## config.mk

```make
export PLATFORM = sky130hd
export DESIGN_NAME = powerup_spawn_scheduler
export DESIGN_NICKNAME = d
export VERILOG_FILES = /design/src/rtl/powerup_spawn_scheduler.sv
export SDC_FILE = /design/constraint.sdc
export NUM_CORES = 1
export LEC_CHECK = 0
export CELL_PAD_IN_SITES_DETAIL_PLACEMENT = 0
export CELL_PAD_IN_SITES_GLOBAL_PLACEMENT = 1
export CORE_UTILIZATION = 44
export CTS_CLUSTER_DIAMETER = 30
export CTS_CLUSTER_SIZE = 14
export DETAILED_ROUTE_END_ITERATION = 16
export GPL_TIMING_DRIVEN = 0
export PLACE_DENSITY_LB_ADDON = 0.25
export SLEW_MARGIN = 30
export SYNTH_ARGS = -nofsm -noshare
export SYNTH_HDL_FRONTEND = slang
export SYNTH_SLANG_ARGS = --single-unit
```

## constraint.sdc

```tcl
create_clock -name clk -period 4.85 [get_ports clk]
set_clock_uncertainty 0.05 [all_clocks]
set_input_delay 0.97 -clock clk [delete_from_list [all_inputs] [get_ports clk]]
set_output_delay 0.97 -clock clk [all_outputs]
set_load 0.03 [all_outputs]
```

## src/rtl/powerup_spawn_scheduler.sv

```systemverilog
// powerup_spawn_scheduler: paces powerup spawns with a frame-tick cooldown,
// draws candidate tiles from a free-running 16-bit Galois LFSR, probes the
// maze wall map through a registered read port, retries on walls and hands
// a spawn command for the lowest free slot to the powerup manager.
// Optional feature macro: SPAWN_EXCLUDE_EN adds player_tile_x/y inputs and
// rejects candidates within one tile of the player as if they were walls.
module powerup_spawn_scheduler #(
   parameter int          NUM_SLOTS      = 3,
   parameter int          SPAWN_INTERVAL = 300,
   parameter int          MAX_RETRIES    = 8,
   parameter int          MAZE_W         = 20,
   parameter int          MAZE_H         = 20,
   parameter logic [15:0] LFSR_SEED      = 16'hACE1
) (
   input  logic                 clk,
   input  logic                 reset,
   input  logic                 frame_tick,
   input  logic                 enable,
   input  logic [NUM_SLOTS-1:0] slot_visible,
`ifdef SPAWN_EXCLUDE_EN
   input  logic [4:0]           player_tile_x,
   input  logic [4:0]           player_tile_y,
`endif
   output logic                 maze_rd_en,
   output logic [4:0]           maze_rd_x,
   output logic [4:0]           maze_rd_y,
   input  logic                 maze_rd_wall,
   output logic                 spawn_valid,
   input  logic                 spawn_ready,
   output logic [1:0]           spawn_slot,
   output logic [4:0]           spawn_tile_x,
   output logic [4:0]           spawn_tile_y,
   output logic [1:0]           spawn_type,
   output logic                 busy,
   output logic [7:0]           fail_count
);

   localparam int CD_W = (SPAWN_INTERVAL < 1) ? 1 : $clog2(SPAWN_INTERVAL + 1);
   localparam int RT_W = (MAX_RETRIES < 1) ? 1 : $clog2(MAX_RETRIES + 1);
   localparam logic [CD_W-1:0] CD_RELOAD = CD_W'(SPAWN_INTERVAL);
   localparam logic [RT_W-1:0] RT_LIMIT  = RT_W'(MAX_RETRIES);

   typedef enum logic [2:0] {
      S_IDLE  = 3'd0,
      S_WAIT  = 3'd1,
      S_PICK  = 3'd2,
      S_READ  = 3'd3,
      S_CHECK = 3'd4,
      S_OFFER = 3'd5
   } state_t;

   state_t          state_q, state_d;
   logic [15:0]     lfsr_q, lfsr_d;
   logic [CD_W-1:0] cooldown_q, cooldown_d;
   logic [RT_W-1:0] retries_q, retries_d;
   logic [7:0]      fail_q, fail_d;
   logic [4:0]      tile_x_q, tile_x_d, tile_y_q, tile_y_d;
   logic [1:0]      type_q, type_d, slot_q, slot_d;
   logic            rd_en_q, rd_en_d, valid_q, valid_d, busy_q, busy_d;

   logic            free_any_s;
   logic [1:0]      free_idx_s;
   logic [4:0]      cand_x_s, cand_y_s;
   logic [1:0]      cand_type_s;
   logic            in_range_s, excl_s, wall_hit_s;
   logic [RT_W-1:0] retry_inc_s;

`ifdef SPAWN_EXCLUDE_EN
   function automatic logic within_one(input logic [4:0] a, input logic [4:0] b);
      logic [4:0] diff;
      diff = (a >= b) ? (a - b) : (b - a);
      return (diff <= 5'd1);
   endfunction

   assign excl_s = within_one(cand_x_s, player_tile_x) && within_one(cand_y_s, player_tile_y);
`else
   assign excl_s = 1'b0;
`endif

   // Lowest-index free slot; scanning downward lets the lowest index win.
   always_comb begin
      free_any_s = 1'b0;
      free_idx_s = 2'd0;
      for (int i = NUM_SLOTS - 1; i >= 0; i--) begin
         if (!slot_visible[i]) begin
            free_any_s = 1'b1;
            free_idx_s = 2'(i);
         end else begin
            free_any_s = free_any_s;
         end
      end
   end

   // Candidate tile and type straight from the LFSR; type code 3 folds to speed.
   always_comb begin
      cand_x_s    = lfsr_q[4:0];
      cand_y_s    = lfsr_q[9:5];
      cand_type_s = (lfsr_q[11:10] == 2'd3) ? 2'd0 : lfsr_q[11:10];
      in_range_s  = (int'(cand_x_s) < MAZE_W) && (int'(cand_y_s) < MAZE_H);
      retry_inc_s = retries_q + RT_W'(1);
   end

   // Next-state, counter and output-register computation for the sequencer.
   always_comb begin
      state_d    = state_q;
      lfsr_d     = {1'b0, lfsr_q[15:1]} ^ (lfsr_q[0] ? 16'hB400 : 16'h0000);
      cooldown_d = cooldown_q;
      retries_d  = retries_q;
      fail_d     = fail_q;
      tile_x_d   = tile_x_q;
      tile_y_d   = tile_y_q;
      type_d     = type_q;
      slot_d     = slot_q;
      wall_hit_s = 1'b0;

      case (state_q)
         S_IDLE: begin
            if (enable) begin
               cooldown_d = CD_RELOAD;
               state_d    = S_WAIT;
            end else begin
               state_d = S_IDLE;
            end
         end
         S_WAIT: begin
            // A tick arriving while already at zero is simply ignored.
            if (cooldown_q == '0) begin
               state_d = free_any_s ? S_PICK : S_WAIT;
            end else if (frame_tick) begin
               cooldown_d = cooldown_q - CD_W'(1);
            end else begin
               cooldown_d = cooldown_q;
            end
         end
         S_PICK: begin
            if (!free_any_s) begin
               cooldown_d = '0;
               state_d    = S_WAIT;
            end else if (!in_range_s) begin
               state_d = S_PICK;
            end else if (excl_s) begin
               wall_hit_s = 1'b1;
            end else begin
               tile_x_d = cand_x_s;
               tile_y_d = cand_y_s;
               type_d   = cand_type_s;
               slot_d   = free_idx_s;
               state_d  = S_READ;
            end
         end
         S_READ: begin
            state_d = S_CHECK;
         end
         S_CHECK: begin
            if (maze_rd_wall) begin
               wall_hit_s = 1'b1;
            end else begin
               state_d = S_OFFER;
            end
         end
         S_OFFER: begin
            if (spawn_ready) begin
               retries_d  = '0;
               cooldown_d = CD_RELOAD;
               state_d    = S_WAIT;
            end else begin
               state_d = S_OFFER;
            end
         end
         default: begin
            state_d = S_IDLE;
         end
      endcase

      // Shared retry/give-up path for maze walls and player-exclusion hits.
      if (wall_hit_s) begin
         if (retry_inc_s >= RT_LIMIT) begin
            fail_d     = (fail_q == 8'hFF) ? fail_q : fail_q + 8'd1;
            retries_d  = '0;
            cooldown_d = CD_RELOAD;
            state_d    = S_WAIT;
         end else begin
            retries_d = retry_inc_s;
            state_d   = S_PICK;
         end
      end else begin
         retries_d = retries_d;
      end

      // Dropping enable aborts from anywhere; the failure tally survives.
      if (!enable) begin
         state_d   = S_IDLE;
         retries_d = '0;
         fail_d    = fail_q;
      end else begin
         state_d = state_d;
      end

      rd_en_d = (state_d == S_READ);
      valid_d = (state_d == S_OFFER);
      busy_d  = (state_d != S_IDLE) && (state_d != S_WAIT);
   end

   // State, LFSR, counters and registered outputs.
   always_ff @(posedge clk or posedge reset) begin
      if (reset) begin
         state_q    <= S_IDLE;
         lfsr_q     <= LFSR_SEED;
         cooldown_q <= '0;
         retries_q  <= '0;
         fail_q     <= 8'd0;
         tile_x_q   <= 5'd0;
         tile_y_q   <= 5'd0;
         type_q     <= 2'd0;
         slot_q     <= 2'd0;
         rd_en_q    <= 1'b0;
         valid_q    <= 1'b0;
         busy_q     <= 1'b0;
      end else begin
         state_q    <= state_d;
         lfsr_q     <= lfsr_d;
         cooldown_q <= cooldown_d;
         retries_q  <= retries_d;
         fail_q     <= fail_d;
         tile_x_q   <= tile_x_d;
         tile_y_q   <= tile_y_d;
         type_q     <= type_d;
         slot_q     <= slot_d;
         rd_en_q    <= rd_en_d;
         valid_q    <= valid_d;
         busy_q     <= busy_d;
      end
   end

   assign maze_rd_en   = rd_en_q;
   assign maze_rd_x    = tile_x_q;
   assign maze_rd_y    = tile_y_q;
   assign spawn_valid  = valid_q;
   assign spawn_slot   = slot_q;
   assign spawn_tile_x = tile_x_q;
   assign spawn_tile_y = tile_y_q;
   assign spawn_type   = type_q;
   assign busy         = busy_q;
   assign fail_count   = fail_q;

endmodule

```

# Word-level counts from Yosys, hierarchy flattened

Cells that the tools add are included.

Equality and inequality tests: 12
Bitwise logic cells: 2
Multiplexer cells: 33
$add $sub $neg: 3
Reduce and logical (&&, ||, !) cells: 8
Order comparisons: 3

Operator list:

| kind                  | count |
|---|---|
| $mux W9               | 7 |
| $pmux W9 S4           | 1 |
| $mux W4               | 5 |
| $pmux W3 S6           | 1 |
| $mux W16              | 1 |
| $xor A15 B16 Y16      | 1 |
| $mux W3               | 5 |
| $mux W2               | 7 |
| $lt A5 B5 Y1 const B  | 2 |
| $eq A3 B2 Y1 const B  | 3 |
| $eq A3 B3 Y1 const B  | 3 |
| $logic_not A9 Y1      | 1 |
| $ne A3 B1 Y1 const B  | 3 |
| $sub A9 B1 Y9 const B | 1 |
| $add A8 B1 Y8 const B | 1 |
| $eq A8 B8 Y1 const B  | 1 |
| $mux W1               | 6 |
| $add A4 B1 Y4 const B | 1 |
| $ge A4 B4 Y1 const B  | 1 |
| $reduce_and A4 Y1     | 1 |
| $eq A3 B1 Y1 const B  | 1 |
| $logic_not A3 Y1      | 1 |
| $reduce_and A3 Y1     | 1 |
| $reduce_bool A3 Y1    | 1 |
| 4 further kinds       | 5 |

Output and inout bits: 35
Register bits after elaboration: 57

# Logic depth before layout (Yosys ltp)

Gate-level depths: netlist of the first run.

Depth after elaboration: 10
Gate-level depth with buffers: 7
Depth with buffers taken out: 7

# Worst setup path after synthesis of the first run

Ideal clock, no wire load.

Path type: input -> register
From: input maze_rd_wall
To: register fail_q[5] (netlist: fail_count[5])
Arrival: 1.989 ns
Slack: 2.674 ns
Stages on the path: 6
Library setup time: 0.136 ns
Cell sequence: and4bb_2 and2_1 and3_1 buf_2 and4_1 xor2_1

Cells in the longest elaborated chain, start to end: 3

RTL lines:

| element                     | line | source |
|---|---|---|
| start: declaration          | 27   | `input logic maze_rd_wall,` |
| $mux W1                     | 155  | `if (maze_rd_wall) begin` |
| $mux W1                     | n/a  |  |
| $reduce_and A4 Y1 (no line) | n/a  |  |
| end signal: assignment      | 224  | `fail_q <= fail_d;` |
| end: declaration            | 56   | `logic [7:0] fail_q, fail_d;` |

No other way between the ends.
A chain may end at the register's enable or synchronous reset.

# Final worst setup path of the first run

From: register tile_x_q[3] (netlist: maze_rd_x[3])
To: output spawn_tile_x[3]

RTL lines:

| element                  | line | source |
|---|---|---|
| start: declaration       | 57   | `logic [4:0] tile_x_q, tile_x_d, tile_y_q, tile_y_d;` |
| start signal: assignment | 225  | `tile_x_q <= tile_x_d;` |
| end: declaration         | 31   | `output logic [4:0] spawn_tile_x,` |

No word-level cell between the ends.

==> results of run 1 <==
==> sequential cells by signal, summed over array words and instances, names as in the netlist, 2 cells and up <==
register    cells
maze_rd_y       5
lfsr_q         16
fail_count      8
maze_rd_x       5
state_q         3
retries_q       4
spawn_type      2
cooldown_q      9
spawn_slot      2
==> worst register-to-register path, stage by stage, from the launching register on <==
cell      delay [ns]
dfrtp_1         0.46
nor4_4          0.45
nand3_4         0.18
or4b_1          0.50
nand3b_1        0.17
nor2_1          0.07
==> cells by family after synthesis <==
family / synth area share
and+or+nand+nor: 0.187
DFF: 0.559
AOI/OAI and AO/OA: 0.0959
buffers and inverters: 0.0511
xor gates and xnor gates: 0.0409
muxes: 0.0521
adders and majority gates: 0.0146
==> per-layer routing <==
metal,wire (µm),share of wire,vias to the layer above,GRT usage
li1,-,-,924,-
met1,2560,0.50,910,0.268
met2,2260,0.44,49,0.276
met3,259,0.050,8,0.0558
met4,76,0.015,0,0.0833
met5,0,0,-,0
==> power breakdown <==
group | switching, µW | internal [µW]
Sequential | 20.2 | 494
Combinational | 62.2 | 38.8
Clock | 200 | 344
Total | 282 | 877
==> worst min path at each step <==
stage | depth (start not counted) | to | slack, ns | from
floorplan | 0 | lfsr_q[11]$_DFF_PP1_ | 0.28 | lfsr_q[12]$_DFF_PP0_
global route | 0 | lfsr_q[5]$_DFF_PP1_ | 0.32 | lfsr_q[6]$_DFF_PP1_
global placement | 0 | lfsr_q[11]$_DFF_PP1_ | 0.29 | lfsr_q[12]$_DFF_PP0_
CTS | 0 | lfsr_q[11]$_DFF_PP1_ | 0.31 | lfsr_q[12]$_DFF_PP0_
finish | 0 | lfsr_q[11]$_DFF_PP1_ | 0.31 | lfsr_q[12]$_DFF_PP0_
detailed placement | 0 | lfsr_q[11]$_DFF_PP1_ | 0.29 | lfsr_q[12]$_DFF_PP0_
==> cell type report <==
class | instances | area, µm² | area share
buffer | 15 | 105 | 0.0312
clock buffer | 10 | 128 | 0.0379
inverter | 7 | 28.8 | 0.00855
timing repair buffer | 44 | 458 | 0.136
multi-input combinational | 153 | 1000 | 0.298
sequential | 57 | 1440 | 0.427
tap | 72 | 90.1 | 0.0268
clock inverter | 6 | 115 | 0.0342
==> metrics by stage <==
stage	worst slack, ns	util	cells
after floorplan	2.44	-	232
after global placement	1.44	0.555	347
after detailed placement	2.14	0.560	348
after CTS	2.32	0.604	364
after global routing	2.29	0.604	364
final	2.34	0.604	364
==> cell usage after synthesis (3+ instances only) <==
cell	count
xnor2_1	4
and3_1	6
nand3_1	11
nand2_1	25
buf_2	3
nor3_1	5
nor2_1	11
nand2b_1	6
buf_4	10
nand4_1	5
a21oi_1	10
inv_1	7
dfrtp_1	49
ha_1	3
dfstp_2	8
mux2_2	11
a31oi_1	4
and2_1	3
o21ai_0	13
xor2_1	8
==> cell usage in the layout, fill, tap and decap left out, drive strengths merged, types with 8 or more instances in the layout <==
| cell | count |
|---|---|
| mux2 | 11 |
| a21oi | 10 |
| xor2 | 8 |
| o21ai | 13 |
| nor2 | 11 |
| inv | 8 |
| dfrtp | 49 |
| clkdlybuf4s50 | 43 |
| clkbuf | 11 |
| nand3 | 12 |
| buf | 15 |
| nand2 | 26 |
| dfstp | 8 |
==> results.cfg, run 1 <==
[global_routing]
grt_overflow_total = 0
grt_max_degree = 53
grtUsageTotal = 0.192
antenna_found_initial = 0
grt_pass1_wl_um = 8830
grt_pass1_vias = 1814

[setup_path]
path_class = reg -> out
r2r_cells = 5
r2r_end = spawn_valid$_DFF_PP0_
startpoint_type = flop
crit_cells = 2
cp-startpoint = maze_rd_x[3]$_DFFE_PP0P_
critical-path-slowest-cell = clkdlybuf4s50_1
worstReg2RegStart = cooldown_q[2]$_DFF_PP0_
critPathMaxStageDelay_ns = 0.65
critPathArrivalTime_ns = 1.49
worst-path-buf-inv = 2
endpoint = spawn_tile_x[3]
crit_chain = buf_4 > clkdlybuf4s50_1
critPathCaptureType = output pin
critPathMaxFanout = 3
path_delay_family = buffers and inverters
cp.required_ns = 3.83
regToRegSetupSlack_ns = 2.87

[clock_network]
path_clk_slew_ns = 0.07
clock_path_buffers = 2
cts_resized = 0
cts_hold_buf = 0
postCtsSetupBuffers = 0
cts_buffers = 9
cts-root-buf = clkbuf_8
cts_tree = built
htree_levels = 3
clk_latency_ns = 0.34
cts_sinks = 57

[timing]
worstMarginPinSlew_ns = 0.505
fmax_mhz = 398
max_slew_margin = 0.661
slew_violations = 0
fin_crit_ns = 2.51
rsz0062_at_grt = false
hold_violations = 0
finalCritPeriodShare = 0.518
setup_violations = 0
holdWs_ns = 0.306
finalSetupTns_ns = 0

[synth]
synth-seq-cells = 57
syn_avg_cell_area_um2 = 11.1
yosys_most_used_dff = dfrtp_1
synthTopCellsByArea = dfrtp_1, dfstp_2, mux2_2
synthArstFlopShare = 1.00
synth.largest_area_cell = dfrtp_1
ys_types = 42
synth_area_mm2 = 0.00257
synth_warnings = 0
syn-num-nets = 244
synth_top_area_share = 0.477
synth_enable_flop_cells = 0
seq_area_frac_synth = 0.559
synthesis.instances = 232

[floorplanning]
fp.dieW_um = 78.4
core_area_mm2 = 0.00557
pin_count = 44
fp-row-count = 27
initial_core_util = 0.461
die_h_um = 78.4
dieArea_mm2 = 0.00615

[job]
cap_violations = 0

[drt]
dr.pass1.iters = 4
num_vias = 1891
drtIter0Drc = 128
ant_nets = 0
drc = 0
avgViaCountPerCell = 5.20
routed_wl_um = 5160
routedWlPerCell_um = 14.2

[min_path]
hp-class = reg -> reg

[placement]
placed_area_mm2 = 0.00312
globalplace.congestion = 0.841
hpwl_um = 3580
portBuffers = 43

[pwr]
power_uw = 1160
p_per_area_mw_per_mm2 = 345
cellLeakagePower_uw = 0.00157
vdd_drop_max_mv = 0.227

[final_layout]
fin_area_mm2 = 0.00336
num_antenna_cells = 0
area_growth_pct = 30.9
nets = 299
fill_cells = 487
drive_gt1_frac = 0.188

[status]
status = finished clean
No activity file was read; power rests on OpenSTA's default activity.
==> run 2, diff against run 1 <==
Settings changed: CORE_UTILIZATION 44 to 37.
Clock period 4.85 ns to 2.2 ns, I/O delays scaled along.
==> results.cfg, run 2 (synthesis results as in run 1) <==
[timing]
finalCritPeriodShare = 0.898
hold_violations = 0
fmax_mhz = 506
setup_violations = 0
max_slew_margin = 0.682
fin_crit_ns = 1.98
slew_violations = 0
finalSetupTns_ns = 0
worstMarginPinSlew_ns = 0.474
rsz0062_at_grt = false

[floorplanning]
dieArea_mm2 = 0.00729
fp.dieW_um = 85.4
initial_core_util = 0.381
pin_count = 44
fp-row-count = 30
core_area_mm2 = 0.00676
die_h_um = 85.4

[final_layout]
layout_commonest_cell = dfrtp_1
nets = 299
num_antenna_cells = 0
final_cell_mix = dfrtp_1, clkdlybuf4s50_1, nand2_1
top_register = lfsr_q
largest_register_ffs = 16
area_growth_pct = 29.5
drive_gt1_frac = 0.188
final_core_util = 0.493

[clock_network]
postCtsSetupBuffers = 0
clk_latency_ns = 0.34
path_clk_slew_ns = 0.07
cts_resized = 0
cts_hold_buf = 0
cts_sinks = 57
cts_tree = built
cts-root-buf = clkbuf_8
clock_path_buffers = 2
cts_buffers = 9
htree_levels = 3

[min_path]
hp-class = reg -> reg
min-delay-start = lfsr_q[12]$_DFF_PP0_
whs_endpoint = lfsr_q[11]$_DFF_PP1_
hold_path_depth = 0

[setup_path]
worstReg2RegStart = cooldown_q[2]$_DFF_PP0_
crit_chain = buf_4 > clkdlybuf4s50_1
startpoint_type = flop
path_class = reg -> out
critPathCaptureType = output pin
critPathMaxStageDelay_ns = 0.67
path_delay_family = buffers and inverters
r2r_end = spawn_valid$_DFF_PP0_
worst-path-buf-inv = 2
regToRegSetupSlack_ns = 0.24
critPathArrivalTime_ns = 1.49
r2r_cells = 5
critical-path-slowest-cell = clkdlybuf4s50_1
critPathMaxFanout = 3
cp.required_ns = 1.71

[drt]
avgViaCountPerCell = 5.05
routedWlPerCell_um = 14.0
routed_wl_um = 5220
drtIter0Drc = 101
ant_nets = 0
num_vias = 1880
drc = 0
dr.pass1.iters = 4

[placement]
portBuffers = 43
globalplace.congestion = 0.791
hpwl_um = 3630

[pwr]
internal-power_uw = 1730
vdd_drop_max_mv = 0.317
power_frac_comb = 0.093
switching_share = 0.263
clock_power_share = 0.425
power_uw = 2350
seq_power_share = 0.481
p_per_area_mw_per_mm2 = 707
p_switching_uw = 619
cellLeakagePower_uw = 0.00155

[global_routing]
grtUsageTotal = 0.158
grt_pass1_vias = 1791
grt_max_degree = 35
antenna_found_initial = 0
grt_pass1_wl_um = 8740
grt_overflow_total = 0

[status]
status = finished clean

[job]
cap_violations = 0
-- run 2: changes by cell type in the layout (fill, tap and decap cells not counted), sizes merged --
cell / delta
bufinv: -2
clkbuf: +1
clkinv: +1
-- run 2: how the worst max path moves through the flow --
stage | to | cells after the start | start | slack (ns)
after floorplan | busy$_DFF_PP0_ | 1 | reset | 0.32
after global placement | cooldown_q[3]$_DFF_PP0_ | 2 | reset | -0.70
after detailed placement | fail_count[5]$_DFFE_PP0P_ | 7 | maze_rd_wall | -0.04
after CTS | spawn_tile_x[0] | 2 | maze_rd_x[0]$_DFFE_PP0P_ | 0.20
after global routing | spawn_valid$_DFF_PP0_ | 5 | cooldown_q[7]$_DFF_PP0_ | 0.13
final | spawn_tile_x[0] | 2 | maze_rd_x[0]$_DFFE_PP0P_ | 0.22
-- run 2: layout make-up --
| class | instances | area, µm² |
|---|---|---|
| Fill cell | 637 | 3430 |
| Sequential cell | 57 | 1440 |
| Multi-Input combinational cell | 153 | 1000 |
| Timing Repair Buffer | 44 | 450 |
| Clock buffer | 11 | 141 |
| Buffer | 15 | 105 |
| Tap cell | 80 | 100 |
| Clock inverter | 5 | 63.8 |
| Inverter | 7 | 28.8 |
-- run 2: through the flow --
| step | area (µm²) | cells | hold WS (ns) | setup WS, ns |
|---|---|---|---|---|
| CTS | 3330 | 372 | 0.308 | 0.195 |
| global route | 3330 | 372 | 0.316 | 0.127 |
| detailed placement | 3120 | 356 | 0.293 | -0.0395 |
| global placement | 3100 | 355 | 0.285 | -0.705 |
| floorplan | 2570 | 232 | 0.283 | 0.324 |
| finish | 3330 | 372 | 0.304 | 0.224 |
-- run 2: power by group through the flow --
stage / clock network (µW) / registers [µW] / logic [µW]
5_1_grt: 1080 / 1140 / 245
3_3_place_gp: 0 / 1150 / 215
2_1_floorplan: 0 / 1150 / 147
3_5_place_dp: 0 / 1150 / 220
6_report: 1000 / 1130 / 220
4_1_cts: 1020 / 1130 / 221
-- run 2: layer usage --
layer / global-route usage / wire length, µm / vias to the layer above
met5: 0 / 0 / -
met4: 0.0909 / 128 / 0
met3: 0.0340 / 193 / 9
met2: 0.249 / 2310 / 41
met1: 0.204 / 2590 / 901
li1: - / - / 929
==> run 3, diff against run 2 <==
Settings changed: SLEW_MARGIN 30 to 10.
==> results.cfg, run 3 (synthesis results as in run 1) <==
[status]
status = finished clean

[clock_network]
cts_hold_buf = 0
htree_levels = 3
cts_buffers = 9
path_clk_slew_ns = 0.07
clk_latency_ns = 0.33
cts-root-buf = clkbuf_8
clock_path_buffers = 2
cts_resized = 0
cts_tree = built
cts_sinks = 57
postCtsSetupBuffers = 0

[setup_path]
cp-startpoint = fail_count[2]$_DFFE_PP0P_
critPathArrivalTime_ns = 1.50
startpoint_type = flop
r2r_cells = 5
critical-path-slowest-cell = clkdlybuf4s50_1
path_class = reg -> out
r2r_end = spawn_valid$_DFF_PP0_
critPathMaxStageDelay_ns = 0.71
critPathCaptureType = output pin
critPathMaxFanout = 6
regToRegSetupSlack_ns = 0.26
worstReg2RegStart = cooldown_q[2]$_DFF_PP0_
cp.required_ns = 1.71
worst-path-buf-inv = 1
path_delay_family = buffers and inverters
crit_chain = clkdlybuf4s50_1

[global_routing]
grt_overflow_total = 0
grtUsageTotal = 0.156
grt_pass1_wl_um = 8580
grt_pass1_vias = 1779
grt_max_degree = 35
antenna_found_initial = 0

[final_layout]
top_register = lfsr_q
drive_gt1_frac = 0.188
num_antenna_cells = 0
layout_commonest_cell = dfrtp_1
final_cell_mix = dfrtp_1, clkdlybuf4s50_1, nand2_1
largest_register_ffs = 16
area_growth_pct = 29.4
final_core_util = 0.492
nets = 299

[pwr]
p_per_area_mw_per_mm2 = 706
power_uw = 2350
vdd_drop_max_mv = 0.333
cellLeakagePower_uw = 0.00155

[job]
cap_violations = 0

[placement]
portBuffers = 43
globalplace.congestion = 0.791
hpwl_um = 3630

[timing]
fin_crit_ns = 1.99
max_slew_margin = 0.654
hold_violations = 0
fmax_mhz = 503
worstMarginPinSlew_ns = 0.518
rsz0062_at_grt = false
setup_violations = 0
finalCritPeriodShare = 0.903
slew_violations = 0
holdWs_ns = 0.317

[drt]
routedWlPerCell_um = 14.2
num_vias = 1906
ant_nets = 0
avgViaCountPerCell = 5.12
dr.pass1.iters = 4
drc = 0
routed_wl_um = 5270
drtIter0Drc = 92

[floorplanning]
initial_core_util = 0.381
pin_count = 44
fp-row-count = 30
die_h_um = 85.4
core_area_mm2 = 0.00676
dieArea_mm2 = 0.00729
fp.dieW_um = 85.4

[min_path]
min-delay-start = lfsr_q[12]$_DFF_PP0_
hp-class = reg -> reg
hold_path_depth = 0
whs_endpoint = lfsr_q[11]$_DFF_PP1_
[run 3: cell count changes in the layout (fill, tap and decap cells not counted)]
cell / change
inv_2: +1
inv_4: -1
[run 3: layout make-up]
type / instances / area, µm²
buffer: 15 / 105
sequential: 57 / 1440
timing repair buffer: 44 / 450
clock inverter: 5 / 63.8
inverter: 7 / 26.3
multi-input combinational: 153 / 1000
clock buffer: 11 / 141
tap: 80 / 100
fill: 630 / 3430
[run 3: worst max-delay path by stage]
stage	endpoint	slack, ns	cells past startpoint
after floorplan	busy$_DFF_PP0_	0.32	1
after global placement	cooldown_q[3]$_DFF_PP0_	-0.70	2
after detailed placement	fail_count[5]$_DFFE_PP0P_	-0.05	7
after CTS	fail_count[2]	0.19	1
after global routing	fail_count[2]	0.13	1
final	fail_count[2]	0.21	1
[run 3: routing by layer]
| layer | GRT usage | wire length, µm | vias up |
|---|---|---|---|
| met3 | 0.0516 | 241 | 8 |
| met1 | 0.203 | 2580 | 931 |
| met5 | 0 | 0 | - |
| li1 | - | - | 918 |
| met4 | 0.0803 | 72 | 0 |
| met2 | 0.233 | 2370 | 49 |
[run 3: through the flow]
stage | setup TNS [ns] | area, µm² | setup slack, ns | instances
5_1_grt | 0 | 3330 | 0.130 | 372
2_1_floorplan | 0 | 2570 | 0.324 | 232
3_3_place_gp | -36.00 | 3100 | -0.705 | 355
6_report | 0 | 3330 | 0.212 | 372
4_1_cts | 0 | 3330 | 0.194 | 372
3_5_place_dp | -0.0685 | 3120 | -0.0510 | 356
[run 3: report_power, final]
part / internal, µW / switching [µW]
registers: 1090 / 42.9
logic: 83.8 / 136
clock network: 562 / 436
